**src/rtl/data_mem_arbiter_pkg.sv**
```systemverilog
// ---------------------------------------------------------------------------
// data_mem_arbiter_pkg
// Shared encodings for the Data_Memory arbiter:
//   - READ_* / WRITE_* access codes understood by Data_Memory
//   - dump-engine state encoding
// ---------------------------------------------------------------------------
package data_mem_arbiter_pkg;

   localparam logic [1:0] READ_DISABLE   = 2'b00;
   localparam logic [1:0] READ_BYTE      = 2'b01;
   localparam logic [1:0] READ_HALFWORD  = 2'b10;
   localparam logic [1:0] READ_WORD      = 2'b11;

   localparam logic [1:0] WRITE_DISABLE  = 2'b00;
   localparam logic [1:0] WRITE_BYTE     = 2'b01;
   localparam logic [1:0] WRITE_HALFWORD = 2'b10;
   localparam logic [1:0] WRITE_WORD     = 2'b11;

   typedef enum logic [2:0] {
      ST_IDLE    = 3'd0,
      ST_ISSUE   = 3'd1,
      ST_CAPTURE = 3'd2,
      ST_HOLD    = 3'd3,
      ST_DONE    = 3'd4
   } arb_state_e;

endpackage

```
**src/rtl/data_mem_arbiter.sv**
```systemverilog
// ---------------------------------------------------------------------------
// data_mem_arbiter
// Shares the single-port Data_Memory between the MEM stage (CPU port, has
// priority) and the debug memory-dump engine (DBG port). The dump engine reads
// a range of words one at a time and hands each to the debug unit over a
// valid/ready handshake. If DBG has been denied MAX_WAIT consecutive cycles,
// it takes the port anyway and the pipeline is stalled for that one cycle.
//
// Ports:
//   i_clk, i_rst_n              clock, asynchronous active-low reset
//   i_cpu_*                     MEM-stage access (address, data, enables)
//   o_cpu_data                  Data_Memory read data, passed straight through
//   o_cpu_stall                 MEM stage must re-present its access
//   i_dbg_dump_start/base/count dump request (one-cycle start pulse)
//   o_dbg_data/valid, i_dbg_ready  dumped word handshake
//   o_dbg_busy, o_dbg_done      dump in progress / one-cycle end pulse
//   o_mem_*, i_mem_data         Data_Memory port
// ---------------------------------------------------------------------------
module data_mem_arbiter
   import data_mem_arbiter_pkg::*;
#(
   parameter int NB_DEPTH = 10,
   parameter int NB_DATA  = 32,
   parameter int MAX_WAIT = 8
) (
   input  logic                i_clk,
   input  logic                i_rst_n,
   input  logic [NB_DEPTH-1:0] i_cpu_addr,
   input  logic [NB_DATA-1:0]  i_cpu_data,
   input  logic [1:0]          i_cpu_write_enable,
   input  logic [1:0]          i_cpu_read_enable,
   output logic [NB_DATA-1:0]  o_cpu_data,
   output logic                o_cpu_stall,
   input  logic                i_dbg_dump_start,
   input  logic [NB_DEPTH-1:0] i_dbg_base,
   input  logic [NB_DEPTH:0]   i_dbg_count,
   output logic [NB_DATA-1:0]  o_dbg_data,
   output logic                o_dbg_valid,
   input  logic                i_dbg_ready,
   output logic                o_dbg_busy,
   output logic                o_dbg_done,
   output logic [NB_DEPTH-1:0] o_mem_addr,
   output logic [NB_DATA-1:0]  o_mem_data,
   output logic [1:0]          o_mem_write_enable,
   output logic [1:0]          o_mem_read_enable,
   input  logic [NB_DATA-1:0]  i_mem_data
);

   // Wide enough to hold MAX_WAIT itself (the counter saturates there).
   localparam int NB_WAIT = (MAX_WAIT < 1) ? 1 : $clog2(MAX_WAIT + 1);
   localparam logic [NB_WAIT-1:0]  WAIT_LIMIT = NB_WAIT'(MAX_WAIT);
   localparam logic [NB_WAIT-1:0]  WAIT_ZERO  = {NB_WAIT{1'b0}};
   localparam logic [NB_WAIT-1:0]  WAIT_ONE   = {{(NB_WAIT-1){1'b0}}, 1'b1};
   localparam logic [NB_DEPTH:0]   CNT_ZERO   = {(NB_DEPTH+1){1'b0}};
   localparam logic [NB_DEPTH:0]   CNT_ONE    = {{NB_DEPTH{1'b0}}, 1'b1};
   localparam logic [NB_DEPTH-1:0] ADDR_ZERO  = {NB_DEPTH{1'b0}};
   localparam logic [NB_DEPTH-1:0] ADDR_ONE   = {{(NB_DEPTH-1){1'b0}}, 1'b1};
   localparam logic [NB_DATA-1:0]  DATA_ZERO  = {NB_DATA{1'b0}};

   arb_state_e          state_r;
   arb_state_e          state_nxt_s;
   logic [NB_DEPTH-1:0] addr_r;
   logic [NB_DEPTH:0]   remain_r;
   logic [NB_WAIT-1:0]  wait_r;
   logic [NB_DATA-1:0]  dbg_data_r;
   logic                dbg_valid_r;

   logic                cpu_access_s;
   logic                dbg_grant_s;
   logic                handshake_s;

   assign cpu_access_s = (i_cpu_write_enable != WRITE_DISABLE) ||
                         (i_cpu_read_enable  != READ_DISABLE);

   // DBG wins in ISSUE when the CPU is idle or has been ahead MAX_WAIT times.
   assign dbg_grant_s  = (state_r == ST_ISSUE) &&
                         !(cpu_access_s && (wait_r < WAIT_LIMIT));
   assign handshake_s  = (state_r == ST_HOLD) && dbg_valid_r && i_dbg_ready;

   assign o_cpu_data   = i_mem_data;
   assign o_cpu_stall  = dbg_grant_s && cpu_access_s;
   assign o_dbg_data   = dbg_data_r;
   assign o_dbg_valid  = dbg_valid_r;
   assign o_dbg_busy   = (state_r == ST_ISSUE) || (state_r == ST_CAPTURE) ||
                         (state_r == ST_HOLD);
   assign o_dbg_done   = (state_r == ST_DONE);

   // Data_Memory port mux: CPU by default, dump engine read on a grant.
   always_comb begin
      o_mem_addr         = i_cpu_addr;
      o_mem_data         = i_cpu_data;
      o_mem_write_enable = i_cpu_write_enable;
      o_mem_read_enable  = i_cpu_read_enable;
      if (dbg_grant_s) begin
         o_mem_addr         = addr_r;
         o_mem_data         = DATA_ZERO;
         o_mem_write_enable = WRITE_DISABLE;
         o_mem_read_enable  = READ_WORD;
      end else begin
         o_mem_addr         = i_cpu_addr;
         o_mem_data         = i_cpu_data;
         o_mem_write_enable = i_cpu_write_enable;
         o_mem_read_enable  = i_cpu_read_enable;
      end
   end

   // Next-state logic of the dump engine.
   always_comb begin
      state_nxt_s = state_r;
      case (state_r)
         ST_IDLE: begin
            if (i_dbg_dump_start) begin
               state_nxt_s = (i_dbg_count != CNT_ZERO) ? ST_ISSUE : ST_DONE;
            end else begin
               state_nxt_s = ST_IDLE;
            end
         end
         ST_ISSUE: begin
            if (dbg_grant_s) begin
               state_nxt_s = ST_CAPTURE;
            end else begin
               state_nxt_s = ST_ISSUE;
            end
         end
         ST_CAPTURE: state_nxt_s = ST_HOLD;
         ST_HOLD: begin
            if (handshake_s) begin
               state_nxt_s = (remain_r == CNT_ONE) ? ST_DONE : ST_ISSUE;
            end else begin
               state_nxt_s = ST_HOLD;
            end
         end
         ST_DONE: state_nxt_s = ST_IDLE;
         default: state_nxt_s = ST_IDLE;
      endcase
   end

   // State register.
   always_ff @(posedge i_clk or negedge i_rst_n) begin
      if (!i_rst_n) begin
         state_r <= ST_IDLE;
      end else begin
         state_r <= state_nxt_s;
      end
   end

   // Dump datapath: address/remaining counters, starvation counter, word latch.
   always_ff @(posedge i_clk or negedge i_rst_n) begin
      if (!i_rst_n) begin
         addr_r      <= ADDR_ZERO;
         remain_r    <= CNT_ZERO;
         wait_r      <= WAIT_ZERO;
         dbg_data_r  <= DATA_ZERO;
         dbg_valid_r <= 1'b0;
      end else begin
         case (state_r)
            ST_IDLE: begin
               wait_r <= WAIT_ZERO;
               if (i_dbg_dump_start && (i_dbg_count != CNT_ZERO)) begin
                  addr_r   <= i_dbg_base;
                  remain_r <= i_dbg_count;
               end
            end
            ST_ISSUE: begin
               if (dbg_grant_s) begin
                  wait_r <= WAIT_ZERO;
               end else begin
                  wait_r <= wait_r + WAIT_ONE;
               end
            end
            ST_CAPTURE: begin
               // Read data issued in the grant cycle appears now.
               dbg_data_r  <= i_mem_data;
               dbg_valid_r <= 1'b1;
            end
            ST_HOLD: begin
               if (handshake_s) begin
                  dbg_valid_r <= 1'b0;
                  remain_r    <= remain_r - CNT_ONE;
                  // Natural overflow of addr_r gives the modulo-depth wrap.
                  if (remain_r != CNT_ONE) begin
                     addr_r <= addr_r + ADDR_ONE;
                  end
               end
            end
            default: begin
               wait_r <= WAIT_ZERO;
            end
         endcase
      end
   end

endmodule

```
**config.mk**
```make
export PLATFORM = sky130hd
export DESIGN_NAME = data_mem_arbiter
export DESIGN_NICKNAME = d
export VERILOG_FILES = /design/src/rtl/data_mem_arbiter_pkg.sv /design/src/rtl/data_mem_arbiter.sv
export SDC_FILE = /design/constraint.sdc
export NUM_CORES = 1
export LEC_CHECK = 0
export CORE_ASPECT_RATIO = 1.2
export CORE_MARGIN = 2
export CORE_UTILIZATION = 41
export DETAILED_ROUTE_END_ITERATION = 8
export PLACE_DENSITY = 0.87
export SLEW_MARGIN = 20
export SYNTH_ARGS = -nofsm -noshare
export SYNTH_HDL_FRONTEND = slang
export SYNTH_SLANG_ARGS = --single-unit
```
**constraint.sdc**
```tcl
create_clock -name i_clk -period 4.5 [get_ports i_clk]
set_input_delay 0.675 -clock i_clk [delete_from_list [all_inputs] [get_ports i_clk]]
set_output_delay 0.675 -clock i_clk [all_outputs]
set_load 0.05 [all_outputs]
```
==> impl_metrics.json, run 1 <==
{
  "status": "finished clean",
  "antenna_found_initial": 0,
  "io_pins": 217,
  "synthTopCellsByArea": "dfrtp_1 41%, mux2_2 13%, buf_4 6.9%",
  "synth_xor_area_frac": 0,
  "ys_warn_count": 0,
  "arrival_ps": 3200,
  "reg2reg_setup_slack_ps": 2120,
  "initial_core_util": 0.415,
  "drc": 0,
  "synthAdderAreaFrac": 0.0135,
  "finalWirelength_mm": 11.5,
  "powerDensity_mw_per_mm2": 623,
  "coreArea_sq_mm": 0.00894,
  "clk_path_buf_depth": 2,
  "fin_crit_sh": 0.860,
  "clock_sinks": 61,
  "final-instance-count-excl-fill": 669,
  "peakVddDrop_mv": 0.310,
  "synth_top_cell_by_area": "dfrtp_1",
  "post_cts_buffers": 0,
  "worstReg2RegEnd": "remain_r[1]",
  "cts.clk_slew.worst_paths_ps": 80,
  "viasPerCell": 5.28,
  "insertion_delay_ps": 340,
  "synthArstFlopShare": 1.00,
  "design_area_sq_mm": 0.00591,
  "grt_remaining_overflow": 0,
  "ctsHoldBuffers": 0,
  "synth.most_common_cell": "dfrtp_1",
  "synth_top_area_frac": 0.411,
  "finalCriticalPeriod_ps": 3870,
  "drtAntennaViolNets": 0,
  "nets": 651,
  "dp_slack_ps": 613,
  "multi_input_area_sq_mm": 0.00182,
  "die_w_um": 90.9,
  "synth-seq-area-share": 0.411,
  "hold_viol": 0,
  "p_leak_nw": 2.33,
  "yosys.area_share.simple": 0.194,
  "startpoint_type": "input pin",
  "grt_pass1_vias": 3325,
  "grt_max_degree": 62,
  "placed_area_sq_mm": 0.00570,
  "post_drt_wl_per_cell_um": 17.2,
  "syn_area_sq_mm": 0.00371,
  "synth_nets": 473,
  "worst_slew_pin_slew_ps": 772,
  "rsz0062_at_grt": "false",
  "crit-reg2reg-launch": "state_r[1]",
  "seq_area_sq_mm": 0.00153,
  "fmax_ghz": 0.258,
  "worstPathRequired_ps": 3830,
  "critPathLaunch": "i_cpu_write_enable[0]",
  "n_antenna_cell": 0,
  "max-slew-margin-rel": 0.486,
  "synth.cells.most_frequent": "61 x dfrtp_1, 42 x mux2_2, 36 x and2_1, 34 x buf_4, 15 x o21ai_0",
  "clock-root-buffer": "clkbuf_8",
  "clock_skew_ps": 9.43,
  "cts_tree": "built",
  "ys_types": 57,
  "worstPathMaxFanout": 48,
  "cp_cell_sequence": "clkdlybuf4s50_1 -> nor4_1 -> o21ai_2 -> buf_4 -> mux2_2 -> clkdlybuf4s50_1",
  "worst_hold_slack_ps": 473,
  "avgSynthCellArea_sq_um": 10.1,
  "endpoint_kind": "output pin",
  "row_count": 38,
  "cts_buffers": 9,
  "hpwlAfterDp_mm": 8.95,
  "die_y_um": 108,
  "drtIter0Drc": 129,
  "syn_inst": 366,
  "fillers": 732,
  "critical-path-slowest-cell": "clkdlybuf4s50_1",
  "cap_viol_max_count": 0,
  "cp_common_cell": "clkdlybuf4s50_1",
  "numPortBuffers": 216,
  "synth.area.mux_share": 0.131,
  "cp-endpoint": "o_mem_addr[9]",
  "synth_compound_area_frac": 0.149,
  "placed_cells": 652,
  "critPathKind": "input pin to output pin",
  "post_cts_resized": 0,
  "worstRegToRegCells": 5,
  "die_area_sq_mm": 0.00984,
  "setup_viol": 0,
  "cpPeakStageDelay_ps": 800,
  "synth-seq-cells": 61,
  "setup_tns_ps": 0,
  "gp_congestion": 0.867,
  "setup_slack_ps": 629,
  "dr_total_vias": 3534,
  "hold_class": "input pin to asynchronous set/reset pin",
  "finalMaxSlewViolations": 0,
  "track_usage": 0.226,
  "grt_pass1_wl_mm": 17.6,
  "synth-edff-count": 0,
  "synth_top_family_by_area": "simple AND/OR/NAND/NOR gates",
  "final_layout_size_suffix_gt1_frac": 0.142,
  "drt_pass1_iterations": 4,
  "synth_ff_type": "dfrtp_1",
  "area_delta_synth_final_pct": 59.1,
  "htreeDepth": 3
}
-- cells in the final DEF, fill, tap and decap left out, types with 2 or more instances in the layout --
cell	netlist	final
clkdlybuf4s50_1	0	214
dfrtp_1	61	61
mux2_2	42	42
and2_1	36	36
o21ai_0	15	14
nor2_1	14	13
nand3_1	13	13
nand2_1	12	12
a21oi_1	9	9
clkbuf_8	0	9
nor3_1	8	8
o211ai_1	8	8
inv_1	7	7
o22ai_1	6	6
and3_1	5	5
buf_4	34	5
nor4_1	4	4
nand2b_1	4	4
nand4_1	4	4
a22oi_1	4	4
ha_1	4	4
and4_1	3	3
a32oi_1	3	3
a21o_1	3	3
a31oi_1	3	3
a311oi_1	3	3
a211oi_1	3	3
o2bb2ai_1	3	3
or4_4	2	2
or4_1	2	2
nor4b_1	2	2
a2bb2oi_1	2	2
nor3b_1	2	2
o22a_1	2	2
o2bb2a_1	2	2
clkbuf_1	13	2
-- layer usage --
layer	vias up	global-route usage	wire length [um]
met5	-	0	0
met4	0	0.0844	171
met3	17	0.0634	806
met2	148	0.383	5900
met1	1702	0.275	4650
li1	1667	-	-
-- layout make-up --
cell class | instances | area share
clock buffers | 11 | 0.0222
clock inverters | 5 | 0.0102
inverters | 7 | 0.00445
multi-input cells | 244 | 0.307
flip-flops and latches | 61 | 0.258
well taps | 120 | 0.0254
repair buffers | 221 | 0.372
-- stage by stage --
step / total power (W) / utilization
3_3_place_gp: 0.00314 / 0.638
5_1_grt: 0.00389 / 0.661
2_1_floorplan: 0.00251 / -
4_1_cts: 0.00369 / 0.659
6_report: 0.00368 / 0.661
3_5_place_dp: 0.00321 / 0.638
-- state kept, by name, indices dropped and copies added (netlist names) --
signal	flops
remain_r	11
o_dbg_valid	1
state_r	3
o_dbg_data	32
addr_r	10
wait_r	4
-- kinds of logic after synthesis --
family | Yosys count
buffers and inverters | 61
flip-flops | 61
AND/OR/NAND/NOR | 121
AO/OA/AOI/OAI | 76
adder cells (fa/ha/maj) | 4
multiplexers | 43
-- worst min path at each step --
stage / start / end / cells past startpoint
2_1_floorplan: i_rst_n / addr_r[0] / 0
3_3_place_gp: wait_r[2] / wait_r[2] / 1
3_5_place_dp: o_dbg_data[5] / o_dbg_data[5] / 1
4_1_cts: i_rst_n / o_dbg_data[9] / 2
5_1_grt: o_dbg_data[26] / o_dbg_data[26] / 1
6_report: i_rst_n / o_dbg_data[13] / 2
-- where the power goes --
group | internal [W] | switching (W)
registers | 0.000819 | 0.000245
logic | 0.000841 | 0.00130
clock network | 0.000258 | 0.000219
total | 0.00192 | 0.00176
-- critical path: cells and delay by family --
family,cells,cell delay [ps]
AO/OA/AOI/OAI,1,80
buffers and inverters,3,1520
multiplexers,1,270
AND/OR/NAND/NOR,1,630
Power figures use the tool's default switching activity.
==> run 2: changes to the inputs <==
--- a/config.mk
+++ b/config.mk
@@ -9,7 +9,8 @@
 export CORE_MARGIN = 2
 export CORE_UTILIZATION = 41
 export DETAILED_ROUTE_END_ITERATION = 8
-export PLACE_DENSITY = 0.87
+export GPL_ROUTABILITY_DRIVEN = 0
+export PLACE_DENSITY = 0.91
 export SLEW_MARGIN = 20
 export SYNTH_ARGS = -nofsm -noshare
 export SYNTH_HDL_FRONTEND = slang
==> run 2 against run 1 <==
Critical path depth did not move. Total power fell by 1.5%. Global-route usage fell by 0.66 points. Register-to-register slack got worse by 520 ps. Final cell count fell by 0.15%. Sequential cell count did not move. Final area fell by 0.53%. Clock power fell by 13%. Sequential power barely moved. Clock skew fell by 1.5 ps. Critical endpoint is now o_mem_addr[6]. Largest cell class unchanged. Highest routed layer unchanged.
==> impl_metrics.json, run 2 (synthesis results as in run 1) <==
{
  "clk_path_buf_depth": 2,
  "fin_crit_sh": 0.887,
  "cts_buffers": 9,
  "setup_slack_ps": 511,
  "cts.clk_slew.worst_paths_ps": 60,
  "critPathBufInv": 3,
  "grt_pass1_vias": 3368,
  "numPortBuffers": 216,
  "hold_viol": 0,
  "finalWirelength_mm": 11.5,
  "dr_total_vias": 3548,
  "peakVddDrop_mv": 0.303,
  "layout_common_cells": "215 x clkdlybuf4s50_1, 61 x dfrtp_1, 42 x mux2_2",
  "worst_slew_pin_slew_ps": 939,
  "endpoint_kind": "output pin",
  "drt_pass1_iterations": 5,
  "insertion_delay_ps": 320,
  "fillers": 707,
  "die_w_um": 90.9,
  "htreeDepth": 3,
  "nets": 650,
  "cp_cell_sequence": "clkdlybuf4s50_1 -> nor4_1 -> o21ai_2 -> buf_4 -> mux2_2 -> clkdlybuf4s50_1",
  "critPathKind": "input pin to output pin",
  "post_cts_resized": 0,
  "min_from": "o_dbg_data[10]",
  "drc": 0,
  "n_antenna_cell": 0,
  "grt_remaining_overflow": 0,
  "grt_max_degree": 62,
  "worstReg2RegEnd": "remain_r[1]",
  "track_usage": 0.219,
  "final_layout_size_suffix_gt1_frac": 0.139,
  "setup_tns_ps": 0,
  "critical-path-slowest-cell": "clkdlybuf4s50_1",
  "viasPerCell": 5.31,
  "grt_pass1_wl_mm": 17.3,
  "whs_endpoint": "o_dbg_data[10]",
  "dp_slack_ps": 507,
  "finalMaxSlewViolations": 0,
  "cpPeakStageDelay_ps": 810,
  "multi_input_area_sq_mm": 0.00182,
  "worstPathRequired_ps": 3830,
  "antenna_found_initial": 0,
  "status": "finished clean",
  "finalCriticalPeriod_ps": 3990,
  "powerDensity_mw_per_mm2": 617,
  "worstPathMaxFanout": 28,
  "clock_skew_ps": 7.94,
  "hpwlAfterDp_mm": 8.81,
  "fmax_ghz": 0.251,
  "startpoint_type": "input pin",
  "worstRegToRegCells": 4,
  "max-slew-margin-rel": 0.374,
  "arrival_ps": 3310,
  "area_delta_synth_final_pct": 58.3,
  "die_area_sq_mm": 0.00984,
  "die_y_um": 108,
  "cts_tree": "built",
  "reg2reg_setup_slack_ps": 1600,
  "setup_viol": 0,
  "largest_reg_flops": 32,
  "cp_common_cell": "clkdlybuf4s50_1",
  "post_drt_wl_per_cell_um": 17.2,
  "crit_family": "buffers and inverters",
  "seq_area_sq_mm": 0.00153,
  "row_count": 38,
  "p_leak_nw": 2.32,
  "hold-path-cell-count": 1,
  "drtIter0Drc": 141,
  "post_cts_buffers": 0,
  "final_common_cell": "clkdlybuf4s50_1",
  "crit-reg2reg-launch": "state_r[1]",
  "cap_viol_max_count": 0,
  "io_pins": 217,
  "rsz0062_at_grt": "false",
  "drtAntennaViolNets": 0,
  "coreArea_sq_mm": 0.00894,
  "hold_class": "register to register",
  "ctsHoldBuffers": 0,
  "initial_core_util": 0.415,
  "clock_sinks": 61,
  "clock-root-buffer": "clkbuf_8"
}
-- run 2: changes by cell type in the layout (fill, tap and decap cells not counted), sizes merged --
cell           delta
clkinv            +2
buf               -2
clkbuf            +1
clkinvlp          -1
inv               -1
bufinv            -1
clkdlybuf4s50     +1
-- run 2: layout make-up --
| type | instances | area share |
|---|---|---|
| clock buffer | 12 | 0.0247 |
| clock inverter | 4 | 0.00404 |
| multi-input combinational | 244 | 0.309 |
| timing repair buffer | 220 | 0.373 |
| tap | 120 | 0.0255 |
| sequential | 61 | 0.260 |
| inverter | 7 | 0.00447 |
-- run 2: metrics by stage --
step,hold slack [ps],power [W],std cells,instance area (sq um),utilization
floorplan,379,0.00251,366,3710,-
global placement,485,0.00313,651,5700,0.637
detailed placement,495,0.00321,651,5700,0.637
CTS,509,0.00363,667,5870,0.656
global route,518,0.00381,668,5880,0.658
finish,504,0.00363,668,5880,0.658
-- run 2: where the power goes --
part / total, W / internal (W) / leakage (nW) / switching, W
sequential: 0.00107 / 0.000820 / 0.726 / 0.000248
combinational: 0.00214 / 0.000834 / 1.50 / 0.00131
clock: 0.000417 / 0.000213 / 0.0901 / 0.000204
-- run 2: how the worst max path moves through the flow --
stage	start	end	slack, ps	cells after the start
detailed placement	i_cpu_write_enable[1]	o_mem_addr[1]	510	6
global route	i_cpu_write_enable[1]	o_mem_addr[1]	400	6
floorplan	i_cpu_write_enable[1]	o_cpu_stall	1810	4
finish	i_cpu_write_enable[1]	o_mem_addr[6]	510	6
CTS	i_cpu_write_enable[1]	o_mem_addr[1]	500	6
global placement	i_cpu_write_enable[1]	o_mem_addr[2]	560	6
-- run 2: routing by layer --
layer / wire length [um] / part of all wire / GRT usage
met5: 0 / 0 / 0
met4: 165 / 0.014 / 0.0736
met3: 926 / 0.081 / 0.0627
met1: 4570 / 0.40 / 0.265
met2: 5810 / 0.51 / 0.378
